===== config.mk =====
export PLATFORM = sky130hd
export DESIGN_NAME = tick_divider_bank
export DESIGN_NICKNAME = d
export VERILOG_FILES = /design/src/rtl/tick_divider_bank.sv
export SDC_FILE = /design/constraint.sdc
export NUM_CORES = 1
export LEC_CHECK = 0
export CORE_MARGIN = 4
export CORE_UTILIZATION = 55
export DETAILED_ROUTE_END_ITERATION = 6
export GPL_TIMING_DRIVEN = 0
export HOLD_SLACK_MARGIN = 0.05
export PLACE_DENSITY = 0.73
export SETUP_SLACK_MARGIN = 0.15
export SYNTH_ARGS = -nofsm -noshare
export SYNTH_HDL_FRONTEND = slang
export SYNTH_SLANG_ARGS = --single-unit

===== constraint.sdc =====
create_clock -name CLK -period 9.3 [get_ports CLK]
set_input_delay 1.395 -clock CLK [delete_from_list [all_inputs] [get_ports CLK]]
set_output_delay 1.395 -clock CLK [all_outputs]
set_load 0.01 [all_outputs]

===== src/rtl/tick_divider_bank.sv =====
// Bank of independent programmable clock-enable generators: each channel emits a one-cycle
// tick every div_act enabled cycles plus a square wave. Optional macro TICK_SYNC_EN adds a sync restart port.
module tick_divider_bank #(
  parameter int CHANNELS = 2,
  parameter int CNT_W    = 24,
  parameter int DIV_INIT = 100000,
  localparam int CH_W    = (CHANNELS > 1) ? $clog2(CHANNELS) : 1
) (
  input  logic                CLK,
  input  logic                RST_N,
  input  logic [CHANNELS-1:0] en,
  input  logic                wr_en,
  input  logic [CH_W-1:0]     wr_ch,
  input  logic [CNT_W-1:0]    wr_div,
  output logic [CHANNELS-1:0] tick,
  output logic [CHANNELS-1:0] sq,
  output logic                wr_err
`ifdef TICK_SYNC_EN
  ,
  input  logic                sync
`endif
);

  localparam logic [CNT_W-1:0] DIV_RST  = CNT_W'(DIV_INIT);
  localparam logic [CH_W:0]    CH_LIMIT = (CH_W + 1)'(CHANNELS);

  logic wr_ok;
  logic wr_err_reg;

  // One extra bit on the channel index so a full-range wr_ch can be compared against CHANNELS.
  assign wr_ok  = wr_en && (wr_div != '0) && ({1'b0, wr_ch} < CH_LIMIT);
  assign wr_err = wr_err_reg;

  always_ff @(posedge CLK) begin
    if (!RST_N) begin
      wr_err_reg <= 1'b0;
    end else begin
      wr_err_reg <= wr_en && !wr_ok;
    end
  end

  genvar gi;
  generate
    for (gi = 0; gi < CHANNELS; gi++) begin : g_ch
      localparam logic [CH_W-1:0] CH_IDX = CH_W'(gi);

      logic [CNT_W-1:0] cnt_reg;
      logic [CNT_W-1:0] div_reg;
      logic [CNT_W-1:0] pend_reg;
      logic             pend_vld_reg;
      logic             tick_reg;
      logic             sq_reg;
      logic             wr_hit;
      logic             wrap;

      assign wr_hit  = wr_ok && (wr_ch == CH_IDX);
      assign wrap    = (cnt_reg == div_reg - 1'b1);
      assign tick[gi] = tick_reg;
      assign sq[gi]   = sq_reg;

      always_ff @(posedge CLK) begin
        if (!RST_N) begin
          cnt_reg      <= '0;
          div_reg      <= DIV_RST;
          pend_reg     <= '0;
          pend_vld_reg <= 1'b0;
          tick_reg     <= 1'b0;
          sq_reg       <= 1'b0;
        end
`ifdef TICK_SYNC_EN
        else if (sync) begin
          cnt_reg  <= '0;
          tick_reg <= 1'b0;
          sq_reg   <= 1'b0;
          // A write alongside sync loads directly so all channels restart on their new divisors.
          if (wr_hit) begin
            div_reg      <= wr_div;
            pend_vld_reg <= 1'b0;
          end else if (pend_vld_reg) begin
            div_reg      <= pend_reg;
            pend_vld_reg <= 1'b0;
          end
        end
`endif
        else if (en[gi]) begin
          if (wrap) begin
            cnt_reg  <= '0;
            tick_reg <= 1'b1;
            sq_reg   <= ~sq_reg;
            if (pend_vld_reg) begin
              div_reg <= pend_reg;
            end
          end else begin
            cnt_reg  <= cnt_reg + 1'b1;
            tick_reg <= 1'b0;
          end
          // The wrap consumes the old pending value; a coinciding write queues for the next wrap.
          if (wr_hit) begin
            pend_reg     <= wr_div;
            pend_vld_reg <= 1'b1;
          end else if (wrap) begin
            pend_vld_reg <= 1'b0;
          end
        end else begin
          tick_reg <= 1'b0;
          if (wr_hit) begin
            div_reg      <= wr_div;
            cnt_reg      <= '0;
            pend_vld_reg <= 1'b0;
          end
        end
      end
    end
  endgenerate

endmodule


Word level (Yosys, flattened, before mapping)
Index checks and enable logic that the tools add are counted.

Add/sub/neg operators: 4. Reduce and logical (&&, ||, !) cells: 20. Eq/ne operators: 6. Multiplexer cells: 24. Bitwise logic cells: 3.

Operators with widths (number): 24-bit two-way mux (14); 24-bit by 1-bit adder with 24-bit output (second input constant) (2); 24-bit equality test (2); 24-bit by 1-bit subtractor with 24-bit output (second input constant) (2); 24-bit nonzero test (1); 2-bit AND reduction (8); 1-bit two-way mux (10); 2-bit by 1-bit != test with 1-bit output (second input constant) (4); 2-bit nonzero test (4); 3-bit AND reduction (2); 1-bit logical AND (4); 1-bit NOT (3); 1-bit logical NOT (1).

Input port bits: 30. Logic and storage cells: 70. Register bits after elaboration: 151. Output and inout bits: 5.

Logic depth before layout (Yosys ltp)
Gate-level depths: netlist of the first run.

Depth after elaboration: 5. Mapped depth: 13. Gate-level depth less buffers: 11.

Least setup slack after synthesis of the first run
Ideal clock, no wire load.

Path type: in2reg. Start point: in wr_div[18]. End point: reg g_ch[1].cnt_reg[11]. Data arrival time: 3.276 ns. Library setup time: 0.072 ns. Path slack: 5.952 ns. Stages: 8. Path buffers: 1. Required time: 9.228 ns. Cells stage by stage: nor4_1 > nand4_1 > o21ai_0 > nor2_1 > nor3_1 > clkbuf_1 > a21oi_1 > mux2i_1.

Word-level cells in the longest chain between the ends: 4.

RTL lines: from (decl) (line 14) `input logic [CNT_W-1:0] wr_div,`; 24-bit nonzero test (line 31) `assign wr_ok = wr_en && (wr_div != '0) && ({1'b0, wr_ch} < CH_LIMIT);`; 1-bit logical AND (line 31); 1-bit logical AND (line 56) `assign wr_hit = wr_ok && (wr_ch == CH_IDX);`; 2-bit nonzero test (no source line); to (signal assigned) (line 94) `cnt_reg <= cnt_reg + 1'b1;`; to (decl) (line 47) `logic [CNT_W-1:0] cnt_reg;`.

Every way passes these cells. A chain may end at the register's enable or synchronous reset.

Final worst setup path of the first run
Start point: in wr_div[0]. End point: reg g_ch[1].cnt_reg[8].

The elaborated chain is that of the path after synthesis.

==> impl_metrics.json, run 1 <==
{
  "status": "complete, no violations",
  "placementRows": 44,
  "worst_pin_slew_ns": 1.25,
  "arrival_ns": 5.09,
  "maxSlewViolCount": 0,
  "cts_resized": 0,
  "cellLeakagePower_nw": 3.39,
  "yosysWarnings": 0,
  "drtIter0Drc": 692,
  "period_needed_ns": 4.73,
  "netlist_top_cells_count": "nand2_1, dfxtp_1, nor2_1, a21oi_1, nand3_1",
  "grt-ovfl-total": 0,
  "cts_setup_buffers": 0,
  "tns_ns": 0,
  "max_cap_violations": 0,
  "hpwl_um": 16700,
  "hold_path.class": "reg2reg",
  "hold_viol_final": 0,
  "route.vias.total": 7782,
  "wl_met2_um": 8890,
  "power_per_cell_area_nw_per_um2": 165,
  "fmax_mhz": 211,
  "postSynthCellCount": 1042,
  "wl_per_cell_um": 17.2,
  "clk_pin_slew_ns": 0.06,
  "slew_headroom": 0.162,
  "grt_max_degree": 17,
  "synth_nets": 1076,
  "syn_area_um2": 8330,
  "cts_buffers": 17,
  "portBuffers": 32,
  "synth_seq_area_share": 0.363,
  "routed_wl_um": 22200,
  "die_h_um": 131,
  "initial_core_util": 0.567,
  "wl_met3_um": 1480,
  "antenna_left": 0,
  "drt_pass1_iterations": 5,
  "synth.avg_cell_area_um2": 7.99,
  "viasPerCell": 6.03,
  "grt_pass1_vias": 6773,
  "fin_cells": 1290,
  "nets": 1127,
  "synth_area_leader_cell": "dfxtp_1",
  "final_util": 0.644,
  "ys_ff_latch": 151,
  "clock_skew_ns": 0.00429,
  "ioPinCount": 35,
  "path_class": "in2reg",
  "rsz0062_at_grt": "no",
  "setup_viol": 0,
  "ctsHtreeMaxLevel": 4,
  "grt_pass1_wl_um": 35400,
  "synth_edf_count": 0,
  "cts_num_sinks": 151,
  "synth_flop_cell": "dfxtp_1",
  "postCtsHoldBufs": 0,
  "synth_top_area_share": 0.363,
  "synth.distinct_cells": 72,
  "cts-root-buf": "clkbuf_16",
  "drc_errors": 0,
  "cts_buffer_depth": 2,
  "async_reset_ff_frac": 0,
  "dr.max_layer_used": "met4",
  "period_share": 0.509,
  "required_ns": 9.66,
  "antenna_cells": 0,
  "synth_area_leaders": "dfxtp_1, nand2_1, mux2i_1, xnor2_1, a21oi_1",
  "insertion_delay_ns": 0.43,
  "crit_fanout": 10,
  "peakVddDrop_v": 0.000142,
  "core_um2": 14700,
  "antenna_found_initial": 0,
  "areaGrowthSynthToFinish_pct": 13.6,
  "place_congestion": 0.944,
  "grt_usage": 0.262,
  "met1Wirelength_um": 11500,
  "critPathLaunchType": "input pin",
  "dp.cells": 1258,
  "yosysMostFrequentCell": "nand2_1",
  "tritoncts": "yes",
  "drive_gt1_frac": 0.0633,
  "dieArea_um2": 17200,
  "fp.dieW_um": 131,
  "worstSetupEndpointType": "flip-flop"
}
==> metal layers <==
| metal | up-vias | GRT usage |
|---|---|---|
| met2 | 227 | 0.357 |
| met1 | 3676 | 0.410 |
| met5 | - | 0 |
| met4 | 0 | 0.0780 |
| met3 | 32 | 0.0571 |
| li1 | 3847 | - |
==> logic make-up after synthesis <==
| kind of cell | after synthesis | synth area share |
|---|---|---|
| mux | 53 | 0.0637 |
| buf+inv | 82 | 0.0449 |
| simple gates | 458 | 0.270 |
| xor+xnor | 70 | 0.0736 |
| fa+ha+maj | 4 | 0.00601 |
| compound gates | 224 | 0.179 |
| flops | 151 | 0.363 |
==> report_power, final <==
part           internal [W]  total, W  switching [W]  leakage [nW]
Sequential         0.000668  0.000692      0.0000233          1.23
Clock              0.000420  0.000690       0.000270         0.292
Combinational     0.0000732  0.000181       0.000108          1.87
Total               0.00116   0.00156       0.000401          3.39
==> cell type report <==
cell class	count	area, µm²
Buffer	67	318
Clock buffer	23	488
Clock inverter	9	97.6
Fill cell	1289	5230
Inverter	15	56.3
Multi-Input combinational cell	809	4930
Sequential cell	151	3020
Tap cell	184	230
Timing Repair Buffer	32	320
==> per-stage QoR <==
stage | hold slack [ns] | cell area (µm²) | setup slack (ns) | total power, W
finish | 0.454 | 9470 | 4.57 | 0.00156
global route | 0.468 | 9470 | 4.29 | 0.00162
CTS | 0.454 | 9470 | 4.58 | 0.00157
detailed placement | 0.446 | 8880 | 4.13 | 0.000882
global placement | 0.441 | 8880 | 4.18 | 0.000880
floorplan | 0.430 | 8330 | 5.95 | 0.000822
==> final timing paths <==
path	from	endpoint	slack [ns]	cells past startpoint
min	g_ch[0].pend_reg[11]	g_ch[0].pend_reg[11]	0.45	2
min reg2reg	g_ch[0].pend_reg[11]	g_ch[0].pend_reg[11]	0.45	2
max	wr_div[0]	g_ch[1].cnt_reg[8]	4.57	9
max reg2reg	g_ch[0].div_reg[0]	g_ch[0].div_reg[16]	5.35	13
==> cell usage in the layout, fill, tap and decap left out, drive strengths merged, types with 29 or more instances in the layout <==
| cell type | Yosys | layout |
|---|---|---|
| mux2i | 53 | 53 |
| nand3 | 64 | 64 |
| xnor2 | 49 | 49 |
| clkbuf | 40 | 63 |
| dfxtp | 151 | 151 |
| nor3 | 29 | 29 |
| clkdlybuf4s50 | 0 | 32 |
| a21oi | 80 | 80 |
| nand2 | 162 | 162 |
| nor2 | 81 | 81 |
| a211oi | 44 | 44 |
==> worst max-delay path, cell delays in order <==
cell	delay (ns)
clkdlybuf4s50_1	0.54
nor4_1	0.55
nand4_1	0.23
o21ai_0	0.50
nor2_1	0.19
nor3_1	0.98
clkbuf_1	0.47
a21oi_1	0.08
mux2i_1	0.15
No activity file was read; power rests on OpenSTA's default activity.
==> inputs of run 2 (changes only) <==
--- a/config.mk
+++ b/config.mk
@@ -10,7 +10,7 @@
 export DETAILED_ROUTE_END_ITERATION = 6
 export GPL_TIMING_DRIVEN = 0
 export HOLD_SLACK_MARGIN = 0.05
-export PLACE_DENSITY = 0.73
+export PLACE_DENSITY = 0.76
 export SETUP_SLACK_MARGIN = 0.15
 export SYNTH_ARGS = -nofsm -noshare
 export SYNTH_HDL_FRONTEND = slang
==> constraint.sdc (replaced) <==
create_clock -name CLK -period 4.01 [get_ports CLK]
set_input_delay 0.6015 -clock CLK [delete_from_list [all_inputs] [get_ports CLK]]
set_output_delay 0.6015 -clock CLK [all_outputs]
set_load 0.01 [all_outputs]
==> run 2 against run 1 <==
Net effect: critical path depth unchanged; total power up 140%; sequential power up 130%; via count up 1.5%; sequential share of layout area down 0.30 points; clock power up 150%; register-to-register slack worse by 5.0 ns.
==> impl_metrics.json, run 2 (synthesis gave the netlist of run 1 again) <==
{
  "peakVddDrop_v": 0.000337,
  "wl_per_cell_um": 17.5,
  "postCtsHoldBufs": 0,
  "path_class": "in2reg",
  "die_h_um": 131,
  "required_ns": 4.37,
  "cellLeakagePower_nw": 3.42,
  "nets": 1127,
  "place_congestion": 0.910,
  "fin_cells": 1290,
  "slew_headroom": 0.471,
  "ctsHtreeMaxLevel": 4,
  "arrival_ns": 4.04,
  "dieArea_um2": 17200,
  "fmax_mhz": 272,
  "grt_pass1_vias": 6962,
  "hold_path.class": "reg2reg",
  "grt_usage": 0.268,
  "grt_pass1_wl_um": 36200,
  "final_common_cell": "nand2_1",
  "insertion_delay_ns": 0.43,
  "power_per_cell_area_nw_per_um2": 393,
  "cts_buffer_depth": 2,
  "maxSlewViolCount": 0,
  "cts-root-buf": "clkbuf_16",
  "min_from": "g_ch[1].pend_reg[7]",
  "period_share": 0.918,
  "portBuffers": 32,
  "initial_core_util": 0.567,
  "setup_viol": 0,
  "critPathLaunchType": "input pin",
  "grt_max_degree": 17,
  "tritoncts": "yes",
  "final_cell_area_um2": 9560,
  "cts_buffers": 17,
  "drive_gt1_frac": 0.0678,
  "period_needed_ns": 3.68,
  "cts_setup_buffers": 0,
  "antenna_found_initial": 0,
  "status": "complete, no violations",
  "crit_fanout": 10,
  "startpoint": "wr_div[1]",
  "hold_viol_final": 0,
  "hpwl_um": 16500,
  "drt_pass1_iterations": 5,
  "fp.dieW_um": 131,
  "clock_skew_ns": 0.00489,
  "drtIter0Drc": 726,
  "areaGrowthSynthToFinish_pct": 14.7,
  "clk_pin_slew_ns": 0.06,
  "cts_num_sinks": 151,
  "routed_wl_um": 22600,
  "placementRows": 44,
  "antenna_left": 0,
  "layout_common_cells": "nand2_1, dfxtp_1, nor2_1",
  "antenna_cells": 0,
  "route.vias.total": 7896,
  "drc_errors": 0,
  "dp.cells": 1258,
  "cts_resized": 1,
  "rsz0062_at_grt": "yes",
  "timing.final.ws_setup_ns": 0.327,
  "viasPerCell": 6.12,
  "r2r-start": "g_ch[0].div_reg[0]",
  "worstSetupEndpointType": "flip-flop",
  "placed_cell_area_um2": 8880,
  "dp_slack_ns": -0.383,
  "ioPinCount": 35,
  "worst_pin_slew_ns": 0.786,
  "core_um2": 14700,
  "max_cap_violations": 0,
  "grt-ovfl-total": 0,
  "num-fill-cells": 1267
}
==> run 2: where the power goes <==
group	total, W	leakage (nW)	switching, W	internal (W)
Sequential	0.00160	1.23	0.0000551	0.00155
Combinational	0.000429	1.89	0.000258	0.000172
Clock	0.00172	0.309	0.000627	0.00110
==> run 2: cell type report <==
| type | count | area [µm²] | share of cell area |
|---|---|---|---|
| clock inverter | 6 | 110 | 0.0115 |
| inverter | 15 | 56.3 | 0.00589 |
| sequential | 151 | 3020 | 0.316 |
| buffer | 67 | 318 | 0.0333 |
| timing repair buffer | 32 | 320 | 0.0335 |
| tap | 184 | 230 | 0.0241 |
| clock buffer | 26 | 529 | 0.0554 |
| multi-input combinational | 809 | 4970 | 0.520 |
==> run 2: path summary, 6_finish.rpt <==
path,to,slack [ns],depth (start not counted)
worst max-delay path,g_ch[1].cnt_reg[8],0.33,9
worst min-delay path,g_ch[1].pend_reg[7],0.45,2
worst max register to register,g_ch[0].div_reg[16],0.37,13
worst min register to register,g_ch[1].pend_reg[7],0.45,2
==> run 2: metal layers <==
layer | global-route usage | share of wire | up-vias
li1 | - | - | 3844
met1 | 0.413 | 0.50 | 3719
met2 | 0.377 | 0.41 | 298
met3 | 0.0490 | 0.076 | 35
met4 | 0.0823 | 0.017 | 0
met5 | 0 | 0 | -
==> run 2: critical path, cell delays in order <==
cell             delay [ns]
clkdlybuf4s50_1        0.54
nor4_1                 0.63
nand4_1                0.27
o21ai_0                0.52
nor2_1                 0.20
nor3_2                 0.60
clkbuf_1               0.45
a21oi_1                0.08
mux2i_1                0.15
==> run 2: per-stage QoR <==
| step | utilization | total power [W] | hold WS (ns) | setup TNS (ns) |
|---|---|---|---|---|
| final | 0.650 | 0.00376 | 0.453 | 0 |
| after global routing | 0.650 | 0.00388 | 0.466 | 0 |
| after CTS | 0.648 | 0.00376 | 0.451 | 0 |
| after detailed placement | 0.604 | 0.00205 | 0.442 | -3.69 |
| after global placement | 0.604 | 0.00204 | 0.441 | -3.55 |
| after floorplan | - | 0.00191 | 0.430 | 0 |
==> inputs of run 3 (changes only) <==
--- a/config.mk
+++ b/config.mk
@@ -8,9 +8,10 @@
 export CORE_MARGIN = 4
 export CORE_UTILIZATION = 55
 export DETAILED_ROUTE_END_ITERATION = 6
+export DONT_BUFFER_PORTS = 1
 export GPL_TIMING_DRIVEN = 0
 export HOLD_SLACK_MARGIN = 0.05
-export PLACE_DENSITY = 0.76
+export PLACE_DENSITY = 0.73
 export SETUP_SLACK_MARGIN = 0.15
 export SYNTH_ARGS = -nofsm -noshare
 export SYNTH_HDL_FRONTEND = slang
==> run 3 against run 2 <==
Net effect: critical path depth increased by 4; sequential share of layout area increased by 0.89 points; global-route usage increased by 0.075 points; setup slack improved by 0.037 ns; critical endpoint is now g_ch[1].div_reg[16]; largest power group unchanged.
==> impl_metrics.json, run 3 (synthesis gave the netlist of run 1 again) <==
{
  "status": "complete, no violations",
  "hold_path.class": "in2reg",
  "viasPerCell": 6.11,
  "critPathLaunchType": "flip-flop",
  "crit_fanout": 10,
  "maxSlewViolCount": 0,
  "portBuffers": 0,
  "antenna_found_initial": 0,
  "switching_power_w": 0.000934,
  "required_ns": 4.34,
  "initial_core_util": 0.567,
  "clkPwrFrac": 0.486,
  "dieArea_um2": 17200,
  "postCtsHoldBufs": 0,
  "path_class": "reg2reg",
  "tritoncts": "yes",
  "cts_num_sinks": 151,
  "worst_pin_slew_ns": 1.36,
  "fmax_mhz": 274,
  "rsz0062_at_grt": "no",
  "drc_errors": 0,
  "placementRows": 44,
  "clock_skew_ns": 0.00680,
  "period_needed_ns": 3.65,
  "cts_buffers": 17,
  "peakVddDrop_v": 0.000364,
  "core_um2": 14700,
  "insertion_delay_ns": 0.43,
  "switching_share": 0.242,
  "critPathSlowestCell": "or3b_2",
  "clk_pin_slew_ns": 0.06,
  "fin_cells": 1258,
  "drtIter0Drc": 767,
  "dp.cells": 1226,
  "max_cap_violations": 0,
  "die_h_um": 131,
  "layout_common_cells": "nand2_1, dfxtp_1, nor2_1",
  "num-fill-cells": 1292,
  "final_util": 0.632,
  "internal_power_w": 0.00293,
  "path_buf_inv": 3,
  "drt_pass1_iterations": 5,
  "cts_buffer_depth": 2,
  "grt-ovfl-total": 0,
  "grt_pass1_wl_um": 36200,
  "final_common_cell": "nand2_1",
  "crit_chain": "inv_1, ha_1, or3b_2, nor2_1, o22ai_1, and4b_1, nand4_1, a2111oi_4, a21o_1, buf_2, buf_4, nand3_1, o31a_1",
  "power.share.combinational": 0.099,
  "power_frac_seq": 0.415,
  "ctsHtreeMaxLevel": 4,
  "cts_setup_buffers": 0,
  "wl_per_cell_um": 17.9,
  "worstSetupEndpointType": "flip-flop",
  "worst_path_largest_cell_delay_ns": 0.51,
  "grt_usage": 0.269,
  "grt_pass1_vias": 6753,
  "grt_max_degree": 17,
  "setup_viol": 0,
  "hold_viol_final": 0,
  "hpwl_um": 16600,
  "place_congestion": 0.938,
  "antenna_cells": 0,
  "power_per_cell_area_nw_per_um2": 416,
  "ioPinCount": 35,
  "slew_headroom": 0.0853,
  "arrival_ns": 3.97,
  "routed_wl_um": 22500,
  "final_cell_area_um2": 9290,
  "route.vias.total": 7687,
  "nets": 1095,
  "drive_gt1_frac": 0.0708,
  "cts-root-buf": "clkbuf_16",
  "critPathTopFamily": "simple AND/OR/NAND/NOR gates",
  "fp.dieW_um": 131,
  "cellLeakagePower_nw": 3.33,
  "tns_ns": 0,
  "areaGrowthSynthToFinish_pct": 11.5,
  "placed_cell_area_um2": 8560,
  "period_share": 0.909,
  "antenna_left": 0
}
## run 3: cell types whose count changed in the layout (fill, tap and decap cells not counted), sizes merged
cell,delta
clkdlybuf4s50,-32
clkbuf,-5
bufinv,+3
clkinv,+2
## run 3: final timing paths
| check | from | end | slack (ns) | cells past startpoint |
|---|---|---|---|---|
| setup / recovery | g_ch[1].div_reg[0] | g_ch[1].div_reg[16] | 0.36 | 13 |
| hold / removal | wr_div[13] | g_ch[1].pend_reg[13] | 0.30 | 2 |
| setup reg to reg | g_ch[1].div_reg[0] | g_ch[1].div_reg[16] | 0.36 | 13 |
| hold reg to reg | g_ch[1].pend_reg[4] | g_ch[1].pend_reg[4] | 0.45 | 2 |
## run 3: area by class of cell
class	count	area (µm²)	share of cell area
inverters	15	56.3	0.00606
flip-flops and latches	151	3020	0.325
well taps	184	230	0.0248
clock inverters	11	218	0.0234
clock buffers	21	480	0.0517
multi-input cells	809	4970	0.535
plain buffers	67	318	0.0342
## run 3: power by group through the flow
| stage | clock (W) | sequential [W] | combinational [W] |
|---|---|---|---|
| floorplan | 0 | 0.00162 | 0.000287 |
| detailed placement | 0 | 0.00164 | 0.000366 |
| global placement | 0 | 0.00163 | 0.000361 |
| CTS | 0.00191 | 0.00160 | 0.000370 |
| global route | 0.00197 | 0.00161 | 0.000423 |
| finish | 0.00188 | 0.00160 | 0.000382 |
## run 3: timing repair
item / 4_1_cts / 5_1_grt
resized for setup: 0 / 6
hold endpoints to repair: 0 / 0
endpoints found under the setup margin: 0 / 33
## run 3: routing by layer
layer,up-vias,global-route usage,share of wire
li1,3781,-,-
met1,3615,0.423,0.50
met2,262,0.360,0.40
met3,29,0.0640,0.085
met4,0,0.0726,0.014
met5,-,0,0
## run 3: metrics by stage
stage | hold slack [ns] | total power [W] | worst slack [ns]
finish | 0.297 | 0.00387 | 0.364
global route | 0.291 | 0.00400 | 0.149
CTS | 0.287 | 0.00388 | 0.184
detailed placement | 0.446 | 0.00200 | 0.141
global placement | 0.441 | 0.00199 | 0.142
floorplan | 0.430 | 0.00191 | 0.893
